## src/rtl/add_sub_pkg.sv

```systemverilog
// Shared constants for the floating-point add/sub datapath.
// Widths default to IEEE-754 single precision.
package add_sub_pkg;

  localparam int SIZE_EXP = 8;
  localparam int SIZE_MAN = 23;
  localparam int EXP_MAX  = 255;
  localparam int BIAS     = 127;

  localparam logic [31:0] POS_ZERO = 32'h0000_0000;
  localparam logic [31:0] INF      = 32'h7F80_0000;

endpackage

```

## src/rtl/add_sub_lzc.sv

```systemverilog
// Combinational leading-zero counter; an all-zero input returns WIDTH.
module add_sub_lzc #(
  parameter int WIDTH = 27,
  parameter int CNT_W = 5
) (
  input  logic [WIDTH-1:0] data,
  output logic [CNT_W-1:0] count
);

  logic found;

  // NOTE: every output of a combinational block gets a default first so that
  // no path leaves it unassigned and a latch is inferred.
  always_comb begin
    count = CNT_W'(WIDTH);
    found = 1'b0;
    for (int i = WIDTH - 1; i >= 0; i--) begin
      if (!found && data[i]) begin
        count = CNT_W'(WIDTH - 1 - i);
        found = 1'b1;
      end
    end
  end

endmodule

```

## src/rtl/add_sub_post_norm.sv

```systemverilog
// Post-normalisation of an add/sub magnitude: S1 classifies and counts leading
// zeros, S2 shifts, rounds to nearest even and packs the IEEE-754 result.
module add_sub_post_norm
  import add_sub_pkg::*;
#(
  parameter int SIZE_EXP = add_sub_pkg::SIZE_EXP,
  parameter int SIZE_MAN = add_sub_pkg::SIZE_MAN
) (
  input  logic                         i_clk,
  input  logic                         i_rst,
  input  logic                         i_valid,
  output logic                         o_ready,
  input  logic                         i_sign,
  input  logic [SIZE_EXP-1:0]          i_exp,
  input  logic [SIZE_MAN+4:0]          i_mant,
  output logic                         o_valid,
  input  logic                         i_ready,
  output logic [SIZE_EXP+SIZE_MAN:0]   o_data,
  output logic                         o_overflow,
  output logic                         o_underflow
);

  localparam int MW = SIZE_MAN + 5;
  localparam int NW = SIZE_MAN + 4;
  localparam int CW = $clog2(NW + 1);
  localparam int EW = SIZE_EXP + 2;
  localparam int DW = 1 + SIZE_EXP + SIZE_MAN;

  logic                s1_valid;
  logic                s1_sign;
  logic                s1_zero;
  logic                s1_carry;
  logic [SIZE_EXP-1:0] s1_exp;
  logic [MW-1:0]       s1_mant;
  logic [CW-1:0]       s1_lz;
  logic [CW-1:0]       lz;
  logic                s2_adv;
  logic                in_fire;

  add_sub_lzc #(.WIDTH(NW), .CNT_W(CW)) u_lzc (
    .data  (i_mant[NW-1:0]),
    .count (lz)
  );

  assign s2_adv  = ~o_valid | i_ready;
  assign o_ready = ~s1_valid | s2_adv;
  assign in_fire = i_valid & o_ready;

  // NOTE: sequential state is written with non-blocking assignments so every
  // register samples pre-edge values regardless of process ordering.
  always_ff @(posedge i_clk or posedge i_rst) begin
    if (i_rst)        s1_valid <= 1'b0;
    else if (o_ready) s1_valid <= i_valid;
  end

  // NOTE: stage payload is left unreset; the valid bit alone decides whether
  // it is ever consumed, which keeps reset fan-out off the wide datapath.
  always_ff @(posedge i_clk) begin
    if (in_fire) begin
      s1_sign  <= i_sign;
      s1_exp   <= i_exp;
      s1_mant  <= i_mant;
      s1_zero  <= ~|i_mant;
      s1_carry <= i_mant[MW-1];
      s1_lz    <= lz;
    end
  end

  logic [EW-1:0]       exp_ext, lz_ext, exp_dec, exp_norm, exp_fin;
  logic [NW-1:0]       norm;
  logic                flush, round_up, res_of, res_uf;
  logic [SIZE_MAN+1:0] rounded;
  logic [SIZE_MAN-1:0] frac;
  logic [DW-1:0]       res;

  assign exp_ext = EW'(s1_exp);
  assign lz_ext  = EW'(s1_lz);
  // Shared CLA subtract form: A + ~B + 1.
  assign exp_dec = exp_ext + ~lz_ext + EW'(1);

  always_comb begin
    norm     = '0;
    exp_norm = '0;
    flush    = 1'b0;
    exp_fin  = '0;
    frac     = '0;
    res      = '0;
    res_of   = 1'b0;
    res_uf   = 1'b0;
    if (s1_carry) begin
      // The bit shifted out of the right end folds into sticky.
      norm     = {s1_mant[MW-1:2], s1_mant[1] | s1_mant[0]};
      exp_norm = exp_ext + EW'(1);
    end else begin
      norm     = s1_mant[NW-1:0] << s1_lz;
      exp_norm = exp_dec;
      flush    = (exp_ext <= lz_ext);
    end
    round_up = norm[2] & (norm[1] | norm[0] | norm[3]);
    rounded  = {1'b0, norm[NW-1:3]} + {{(SIZE_MAN+1){1'b0}}, round_up};
    if (rounded[SIZE_MAN+1]) begin
      frac    = '0;
      exp_fin = exp_norm + EW'(1);
    end else begin
      frac    = rounded[SIZE_MAN-1:0];
      exp_fin = exp_norm;
    end
    if (s1_zero) begin
      res = DW'(POS_ZERO);
    end else if (flush) begin
      res    = {s1_sign, {(DW-1){1'b0}}};
      res_uf = 1'b1;
    end else if (exp_fin >= EW'(2**SIZE_EXP - 1)) begin
      res    = {s1_sign, {SIZE_EXP{1'b1}}, {SIZE_MAN{1'b0}}};
      res_of = 1'b1;
    end else begin
      res = {s1_sign, exp_fin[SIZE_EXP-1:0], frac};
    end
  end

  always_ff @(posedge i_clk or posedge i_rst) begin
    if (i_rst) begin
      o_valid     <= 1'b0;
      o_data      <= '0;
      o_overflow  <= 1'b0;
      o_underflow <= 1'b0;
    end else if (s2_adv) begin
      o_valid <= s1_valid;
      if (s1_valid) begin
        o_data      <= res;
        o_overflow  <= res_of;
        o_underflow <= res_uf;
      end
    end
  end

endmodule
```

## config.mk

```make
export PLATFORM = sky130hd
export DESIGN_NAME = add_sub_post_norm
export DESIGN_NICKNAME = d
export VERILOG_FILES = /design/src/rtl/add_sub_pkg.sv /design/src/rtl/add_sub_lzc.sv /design/src/rtl/add_sub_post_norm.sv
export SDC_FILE = /design/constraint.sdc
export NUM_CORES = 1
export LEC_CHECK = 0
export BUFFER_PORTS_ARGS = -buffer_cell sky130_fd_sc_hd__buf_2
export CORE_ASPECT_RATIO = 1.4
export CORE_MARGIN = 2
export CORE_UTILIZATION = 40
export CTS_CLUSTER_DIAMETER = 80
export DETAILED_ROUTE_END_ITERATION = 12
export PLACE_DENSITY_LB_ADDON = 0.05
export SYNTH_ARGS = -nofsm -noshare
export SYNTH_HDL_FRONTEND = slang
export SYNTH_SLANG_ARGS = --single-unit
```

## constraint.sdc

```tcl
create_clock -name i_clk -period 5.48 [get_ports i_clk]
set_clock_uncertainty 0.15 [all_clocks]
set_input_delay 0.822 -clock i_clk [delete_from_list [all_inputs] [get_ports i_clk]]
set_output_delay 0.822 -clock i_clk [all_outputs]
set_load 0.01 [all_outputs]
```

After elaboration in Yosys (flattened, before gate mapping):

Cells that the tools add are included.
W data, S select, Z words.

* register bits after elaboration: 80
* output and inout port bits: 36
* logic and storage cells: 153

* add/sub/neg operators: 5
* magnitude comparators: 2
* shift operators: 1
* muxes and demuxes: 65
* bitwise gates (word level): 10
* reduce and logical (&&, ||, !) cells: 57

Operators by type and width (count)
* $mux W5: 16
* $mux W31: 2
* $mux W1: 32
* $mux W32: 1
* $mux W4: 8
* $reduce_or A28 Y1: 1
* $logic_not A1 Y1: 27
* $mux W27: 1
* $shl A27 B5 Y27: 1
* $logic_and A1 B1 Y1: 26
* $add A24 B1 Y25: 1
* $mux W23: 1
* $add A10 B1 Y10 const B: 2
* $mux W10: 2
* $reduce_or A11 Y1: 1
* $add A8 B10 Y10: 1
* $ge A10 B8 Y1 const B: 1
* $not A5 Y10: 1
* $add A8 B1 Y9 const B: 1
* $le A8 B5 Y1: 1
* $or A1 B1 Y1: 5
* $mux W2: 2
* $reduce_or A3 Y1: 1
* $and A1 B1 Y1: 2
* other kinds (2): 3

Depth between registers and ports, before layout:

Gate-level depths: netlist (run 1).

* word-level depth: 79
* depth in mapped cells: 18

Hierarchy:

Synthesis (run 1) repeated with hierarchy kept, for this count alone.

* cells, all modules: 618
* area total of the unflattened synthesis: 6092.1 um^2

By module, submodules not included
* add_sub_post_norm: instances 1, cells an instance 567, area an instance 5804.3 um^2, seq. area each 2192.1 um^2
* add_sub_lzc: instances 1, cells an instance 51, area an instance 287.8 um^2, seq. area each 0.0 um^2

Worst setup path after synthesis (run 1):

No wires, ideal clock.

* kind: flip-flop to flip-flop
* from: register s1_carry
* to: register o_data[10]
* library setup time: 0.126 ns
* data arrival time: 4.127 ns
* data required time: 5.204 ns
* setup slack: 1.076 ns
* cell stages (with the launch flop): 19
* buffers on the path: 6
* period minus slack after synthesis: 4.404 ns
* cells stage by stage: edfxtp_1 clkbuf_1 buf_1 buf_2 buf_1 buf_2 and3_1 a31oi_1 inv_1 ha_1 o21ai_0 a2111oi_0 nand4b_1 nor4b_1 and3_1 nand2_1 a2111oi_4 buf_4 o21ai_0

* word-level cells in the longest chain between the ends: 10

RTL lines
* start, declared: line add_sub_post_norm.sv:32 `logic s1_carry;`
* start signal, assigned: line add_sub_post_norm.sv:64 `s1_carry <= i_mant[MW-1];`
* $mux W27: line add_sub_post_norm.sv:90 `if (s1_carry) begin`
* $or A1 B1 Y1 (2 in series): line add_sub_post_norm.sv:99 `round_up = norm[2] & (norm[1] | norm[0] | norm[3]);`
* $and A1 B1 Y1: line add_sub_post_norm.sv:99
* $add A24 B1 Y25: line add_sub_post_norm.sv:100 `rounded = {1'b0, norm[NW-1:3]} + {{(SIZE_MAN+1){1'b0}}, round_up};`
* $mux W10: line add_sub_post_norm.sv:101 `if (rounded[SIZE_MAN+1]) begin`
* $ge A10 B8 Y1: line add_sub_post_norm.sv:113 `end else if (exp_fin >= EW'(2**SIZE_EXP - 1)) begin`
* $mux W31: line add_sub_post_norm.sv:113
* $mux W31 (*): line add_sub_post_norm.sv:110 `end else if (flush) begin`
* $mux W32 (*): line add_sub_post_norm.sv:108 `if (s1_zero) begin`
* end signal, assigned: line add_sub_post_norm.sv:130 `o_data <= res;`
* end, declared: line add_sub_post_norm.sv:18 `output logic [SIZE_EXP+SIZE_MAN:0] o_data,`

Mark *: on every way between the ends. The rest lies on a longest branch, timed or not.
A chain may end at the register's enable or synchronous reset.

Worst setup path after layout (run 1):

* from: register s1_lz[2]
* to: register o_data[29]

* word-level cells in the longest chain between the ends: 11

RTL lines
* start, declared: line add_sub_post_norm.sv:35 `logic [CW-1:0] s1_lz;`
* start signal, assigned: line add_sub_post_norm.sv:65 `s1_lz <= lz;`
* branches (longest 9 deep; another with $add A8 B10 Y10)
* $mux W31 (*): line add_sub_post_norm.sv:110
* $mux W32 (*): line add_sub_post_norm.sv:108

Mark *: on every way between the ends.

==> impl_metrics.yaml, run 1 <==
logic_synthesis:
  async_flop_share: 0.456
  yosysSeqAreaShare: 0.344
  synth.area.top_cells: "edfxtp_1 20%, dfrtp_1 14%, mux4_2 6.4%"
  yosys_warnings: 0
  mappedNetlistArea_sq_um: 6360
  synth.avg_cell_area_sq_um: 9.26
  yosys-top-cells-count: "67 x nand2_1, 54 x nor2_1, 44 x o21ai_0, 43 x edfxtp_1, 36 x dfrtp_1"
  syn_nets: 737
  yosys.area.top_type: "edfxtp_1"
  synthCells: 687
  yosysUniqueCellTypes: 79
  synthFlopType: "edfxtp_1"
  synth_seq_cells: 79
  synth-edff-count: 43
  yosysMostFrequentCell: "nand2_1"
  synth_top_area_frac: 0.203
floorplanning:
  io_pins: 77
  initial_core_util: 0.408
  row_count: 54
  die_h_um: 153
  dieArea_sq_um: 17000
  coreArea_sq_um: 15600
  die_w_um: 111
placement:
  pre_cts_ws_ps: 692
  portBuffers: 76
  placed_area_sq_um: 6980
  post-dp-hpwl_mm: 16.8
  gp_congestion: 1.07
setup_path:
  crit_path_max_fanout: 31
  crit_buf_inv: 0
  endpoint_kind: "register"
  r2r-start: "s1_lz[2]"
  crit_path_start_kind: "register"
  critical_path_class: "register to register"
  cp.arrival_ps: 4860
  slowest_delay_ps: 730
  worst_path_max_delay_cell: "edfxtp_1"
  cpMostUsedCell: "nor3_1"
  crit_required_ps: 5580
  path_cells: "nand2b_1 > o32ai_1 > nor4_1 > nor3_1 > or4b_1 > or4_1 > nor3_1 > mux2_2 > o21ai_0 > a22o_1"
  critPathLaunch: "s1_lz[2]"
  critPathTopFamily: "simple AND/OR/NAND/NOR gates"
sta:
  period_share: 0.869
  finalSetupViolCount: 0
  slew_headroom: 0.337
  fin_setup_tns_ps: 0
  drv_slew: 0
  rsz0062_at_grt: "no"
  setup_ws_ps: 716
  fin_crit_ps: 4760
  hold_violations: 0
  worst_pin_slew_ps: 995
  max_freq_mhz: 210
grt:
  antenna_found_initial: 0
  gr-total-overflow: 0
  grt_use_total: 0.252
  grt_pass1_wl_mm: 33.4
  grt_max_degree: 48
  first_global_vias: 5860
clocking:
  cts_max_path_buffers: 2
  cts_buffers: 9
  clock_latency_ps: 360
  ctsHoldBuffers: 0
  cts_setup_buffers: 0
  cts-resized-gates: 0
  htreeDepth: 3
  cts_tree: "done"
  cts.sinks: 79
  cts_root_buf: "clkbuf_16"
  clkTransAtPathRegs_ps: 70
finish:
  final_net_count: 808
  num_antenna_cells: 0
  nFillCells: 1506
  fin_util: 0.468
  syn_to_final_growth_pct: 14.8
  drive_gt1_frac: 0.227
  final_area_sq_um: 7310
outcome:
  outcome: "finished clean"
routing:
  wl_mm: 21.4
  drtIter0Drc: 477
  drc_errors: 0
  final_antenna_net_count: 0
  wl_per_cell_um: 22.3
  num_vias: 5888
  via_per_inst: 6.14
  dr.pass1.iters: 5
power_and_ir_drop:
  peakVddDrop_v: 0.000161
  p_per_area_nw_per_um2: 271
  leakage_nw: 2.90
  p_total_mw: 1.98
worst_hold_path:
  hold_class: "register to register"
  min_from: "o_data[27]"
run:
  drv_cap: 0
-- routing by layer --
| layer | part of all wire | GRT usage |
|---|---|---|
| met3 | 0.050 | 0.0317 |
| met1 | 0.39 | 0.289 |
| met4 | 0.047 | 0.143 |
| met2 | 0.51 | 0.450 |
| met5 | 0 | 0 |
-- cells in the final DEF, fill, tap and decap left out, types with 8 or more instances in the layout --
cell	synthesis	layout
a21oi_1	27	27
and3_1	9	9
buf_2	8	76
buf_4	6	30
clkbuf_16	0	9
dfrtp_1	36	36
edfxtp_1	43	43
ha_1	8	8
inv_1	14	14
mux2_2	16	16
mux2i_1	26	26
mux4_2	18	18
nand2_1	67	67
nand2b_1	13	13
nand3_1	32	32
nand4_1	10	10
nor2_1	54	54
nor3_1	26	26
nor4_1	9	9
o21ai_0	44	44
o22ai_1	11	11
xnor2_1	17	17
xor2_1	12	12
-- flip-flops by register name, summed over array words and instances, names as in the netlist --
signal	flops
o_data	32
s1_lz	5
s1_sign	1
s1_valid	1
o_overflow	1
s1_carry	1
s1_exp	8
o_valid	1
s1_zero	1
s1_mant	27
o_underflow	1
-- report_power, final --
part	internal (mW)	switching [mW]	leakage (nW)
clock	0.406	0.267	0.163
combinational	0.228	0.318	1.86
sequential	0.696	0.0682	0.881
total	1.33	0.654	2.90
-- metrics by stage --
step	std cells	hold slack, ps
after floorplan	687	307
after global placement	943	305
after detailed placement	943	312
after CTS	959	326
after global routing	959	343
final	959	321
-- worst register-to-register path, stage by stage, from the launching register on --
cell and delay [ps]:
edfxtp_1 730, nand2b_1 500, o32ai_1 530, nor4_1 110
nor3_1 400, or4b_1 460, or4_1 580, nor3_1 250
mux2_2 540, o21ai_0 180, a22o_1 230
-- cell families after synthesis --
logic type,after synthesis,share of synthesized area
multiplexers,61,0.135
adder cells (fa/ha/maj),9,0.0189
buffers and inverters,64,0.0527
AO/OA/AOI/OAI,181,0.200
XOR/XNOR,30,0.0425
flip-flops,79,0.344
AND/OR/NAND/NOR,263,0.207
-- cell type report --
type                       instances  area [sq um]  area share
clock buffer                       9           225      0.0308
clock inverter                     7           103      0.0140
inverter                          16          60.1     0.00822
multi-input combinational        544          3840       0.525
sequential                        79          2190       0.300
tap                              196           245      0.0336
timing repair buffer             108           646      0.0883
-- path summary, 6_finish.rpt --
| path | end | slack, ps | depth (start not counted) |
|---|---|---|---|
| worst max-delay path | o_data[29] | 720 | 10 |
| worst min-delay path | o_data[27] | 320 | 1 |
| worst max register to register | o_data[29] | 720 | 10 |
| worst min register to register | o_data[27] | 320 | 1 |
| max in group asynchronous | o_data[11] | 4440 | 3 |
| min in group asynchronous | o_valid | 400 | 3 |
No activity file was read; power rests on OpenSTA's default activity.
==> run 2: changes to the inputs <==
--- a/config.mk
+++ b/config.mk
@@ -5,13 +5,12 @@
 export SDC_FILE = /design/constraint.sdc
 export NUM_CORES = 1
 export LEC_CHECK = 0
-export BUFFER_PORTS_ARGS = -buffer_cell sky130_fd_sc_hd__buf_2
+export BUFFER_PORTS_ARGS = -buffer_cell sky130_fd_sc_hd__buf_4
 export CORE_ASPECT_RATIO = 1.4
 export CORE_MARGIN = 2
 export CORE_UTILIZATION = 40
 export CTS_CLUSTER_DIAMETER = 80
 export DETAILED_ROUTE_END_ITERATION = 12
-export PLACE_DENSITY_LB_ADDON = 0.05
 export SYNTH_ARGS = -nofsm -noshare
 export SYNTH_HDL_FRONTEND = slang
 export SYNTH_SLANG_ARGS = --single-unit
==> run 2 against run 1 <==
  * Global-route usage decreased by 0.78 points
  * Maximum frequency down 4.1%
  * Critical path type unchanged
  * Wire length is 2.4% lower
  * Sequential share of layout area decreased by 0.36 points
  * Sequential power is essentially flat
  * Final cell count decreased by 0.83%
  * Highest routed layer unchanged
  * Non-clock buffer count shrank 8
  * Core utilization rose by 0.56 points
==> impl_metrics.yaml, run 2 (synthesis results as in run 1) <==
clocking:
  cts_max_path_buffers: 2
  cts_buffers: 9
  ctsHoldBuffers: 0
  clock_latency_ps: 350
  cts_tree: "done"
  htreeDepth: 3
  clkTransAtPathRegs_ps: 70
  cts-resized-gates: 0
  cts.sinks: 79
  cts_root_buf: "clkbuf_16"
  cts_setup_buffers: 0
setup_path:
  worst_path_max_delay_cell: "nor3_1"
  cpMostUsedCell: "o21ai_0"
  path_cells: "nor3_1 > o21ai_0 > nand2_1 > ha_1 > o21ai_0 > a2111oi_0 > nand4b_1 > nor4b_1 > buf_4 > and3_1 > nand2_1 > a2111oi_4 > buf_12 > o21ai_0"
  critPathTopFamily: "simple AND/OR/NAND/NOR gates"
  crit_path_max_fanout: 24
  cp.arrival_ps: 5030
  crit_buf_inv: 2
  critical_path_class: "register to register"
  r2r_end: "o_data[11]"
  crit_path_start_kind: "register"
  endpoint_kind: "register"
  r2r-start: "s1_lz[4]"
  critPathLaunch: "s1_lz[4]"
  slowest_delay_ps: 860
  r2r_slack_ps: 510
  crit_required_ps: 5540
  ff2ff_path_depth: 14
worst_hold_path:
  worstHoldEndpoint: "o_data[27]"
  hold_class: "register to register"
  min_from: "o_data[27]"
  hold_depth: 1
power_and_ir_drop:
  seqPwrFrac: 0.398
  p_sw_uw: 649
  leakage_nw: 2.89
  swShare: 0.339
  intPower_mw: 1.26
  p_per_area_nw_per_um2: 259
  pwr-share-clk: 0.303
  peakVddDrop_v: 0.000182
  power.share.combinational: 0.298
finish:
  num_antenna_cells: 0
  reg_top3: "o_data x32, s1_mant x27, s1_exp x8"
  final_net_count: 800
  regMostFlops: "o_data"
  largest_reg_flops: 32
  drive_gt1_frac: 0.219
  syn_to_final_growth_pct: 16.2
  fin_util: 0.474
  final_common_cell: "buf_4"
  mostFrequentLayoutCells: "98 x buf_4, 67 x nand2_1, 54 x nor2_1"
  nFillCells: 1512
routing:
  via_per_inst: 6.26
  drtIter0Drc: 616
  num_vias: 5952
  wl_mm: 20.9
  wl_per_cell_um: 22.0
  final_antenna_net_count: 0
  drc_errors: 0
  dr.pass1.iters: 5
floorplanning:
  io_pins: 77
  coreArea_sq_um: 15600
  dieArea_sq_um: 17000
  row_count: 54
  die_h_um: 153
  initial_core_util: 0.408
  die_w_um: 111
sta:
  holdWs_ps: 326
  slew_headroom: 0.225
  max_freq_mhz: 201
  period_share: 0.906
  fin_crit_ps: 4970
  fin_setup_tns_ps: 0
  drv_slew: 0
  rsz0062_at_grt: "no"
  worst_pin_slew_ps: 1160
  hold_violations: 0
  finalSetupViolCount: 0
placement:
  portBuffers: 76
  post-dp-hpwl_mm: 16.5
  gp_congestion: 0.993
grt:
  first_global_vias: 5842
  antenna_found_initial: 0
  grt_max_degree: 48
  met3_usage: 0.0309
  use_met1: 0.288
  grt_use_total: 0.244
  grt_pass1_wl_mm: 32.5
  busiest_layer: "met2"
  gr-total-overflow: 0
  gr-usage-met2: 0.427
run:
  drv_cap: 0
outcome:
  outcome: "finished clean"
-- run 2: changes by cell type in the layout (fill, tap and decap cells not counted) --
| cell | before | now |
|---|---|---|
| buf_2 | 76 | 0 |
| buf_4 | 30 | 98 |
| bufinv_16 | 2 | 0 |
| clkinv_4 | 0 | 1 |
| inv_6 | 3 | 4 |
-- run 2: stage by stage --
| step | setup WS (ps) | cells | area [sq um] | power (mW) |
|---|---|---|---|---|
| 5_1_grt | 303 | 951 | 7400 | 2.01 |
| 6_report | 514 | 951 | 7400 | 1.91 |
| 3_5_place_dp | 564 | 935 | 7110 | 1.34 |
| 3_3_place_gp | 741 | 935 | 7110 | 1.33 |
| 4_1_cts | 569 | 951 | 7400 | 1.93 |
| 2_1_floorplan | 1080 | 687 | 6360 | 1.12 |
-- run 2: worst max path at each step --
stage                     slack, ps  depth (start not counted)          to
after CTS                       570                         14  o_data[11]
after global routing            300                         14  o_data[11]
final                           510                         14  o_data[11]
after global placement          740                         14  o_data[11]
after floorplan                1080                         18  o_data[10]
after detailed placement        560                         14  o_data[11]
-- run 2: cell type report --
cell class	count	area (sq um)	share of cell area
Tap cell	196	245	0.0332
Inverter	16	60.1	0.00812
Multi-Input combinational cell	544	3840	0.519
Timing Repair Buffer	100	776	0.105
Clock buffer	9	225	0.0304
Sequential cell	79	2190	0.296
Clock inverter	7	60.1	0.00812
-- run 2: per-layer routing --
layer  vias up  part of all wire
met4         0             0.054
met1      2905              0.39
li1       2756                 -
met5         -                 0
met3        55             0.047
met2       236              0.51
-- run 2: power groups by stage --
stage	sequential, mW	combinational, mW	clock, mW
floorplan	0.764	0.358	0
global placement	0.770	0.564	0
detailed placement	0.773	0.568	0
CTS	0.760	0.570	0.596
global route	0.768	0.620	0.621
finish	0.762	0.571	0.581
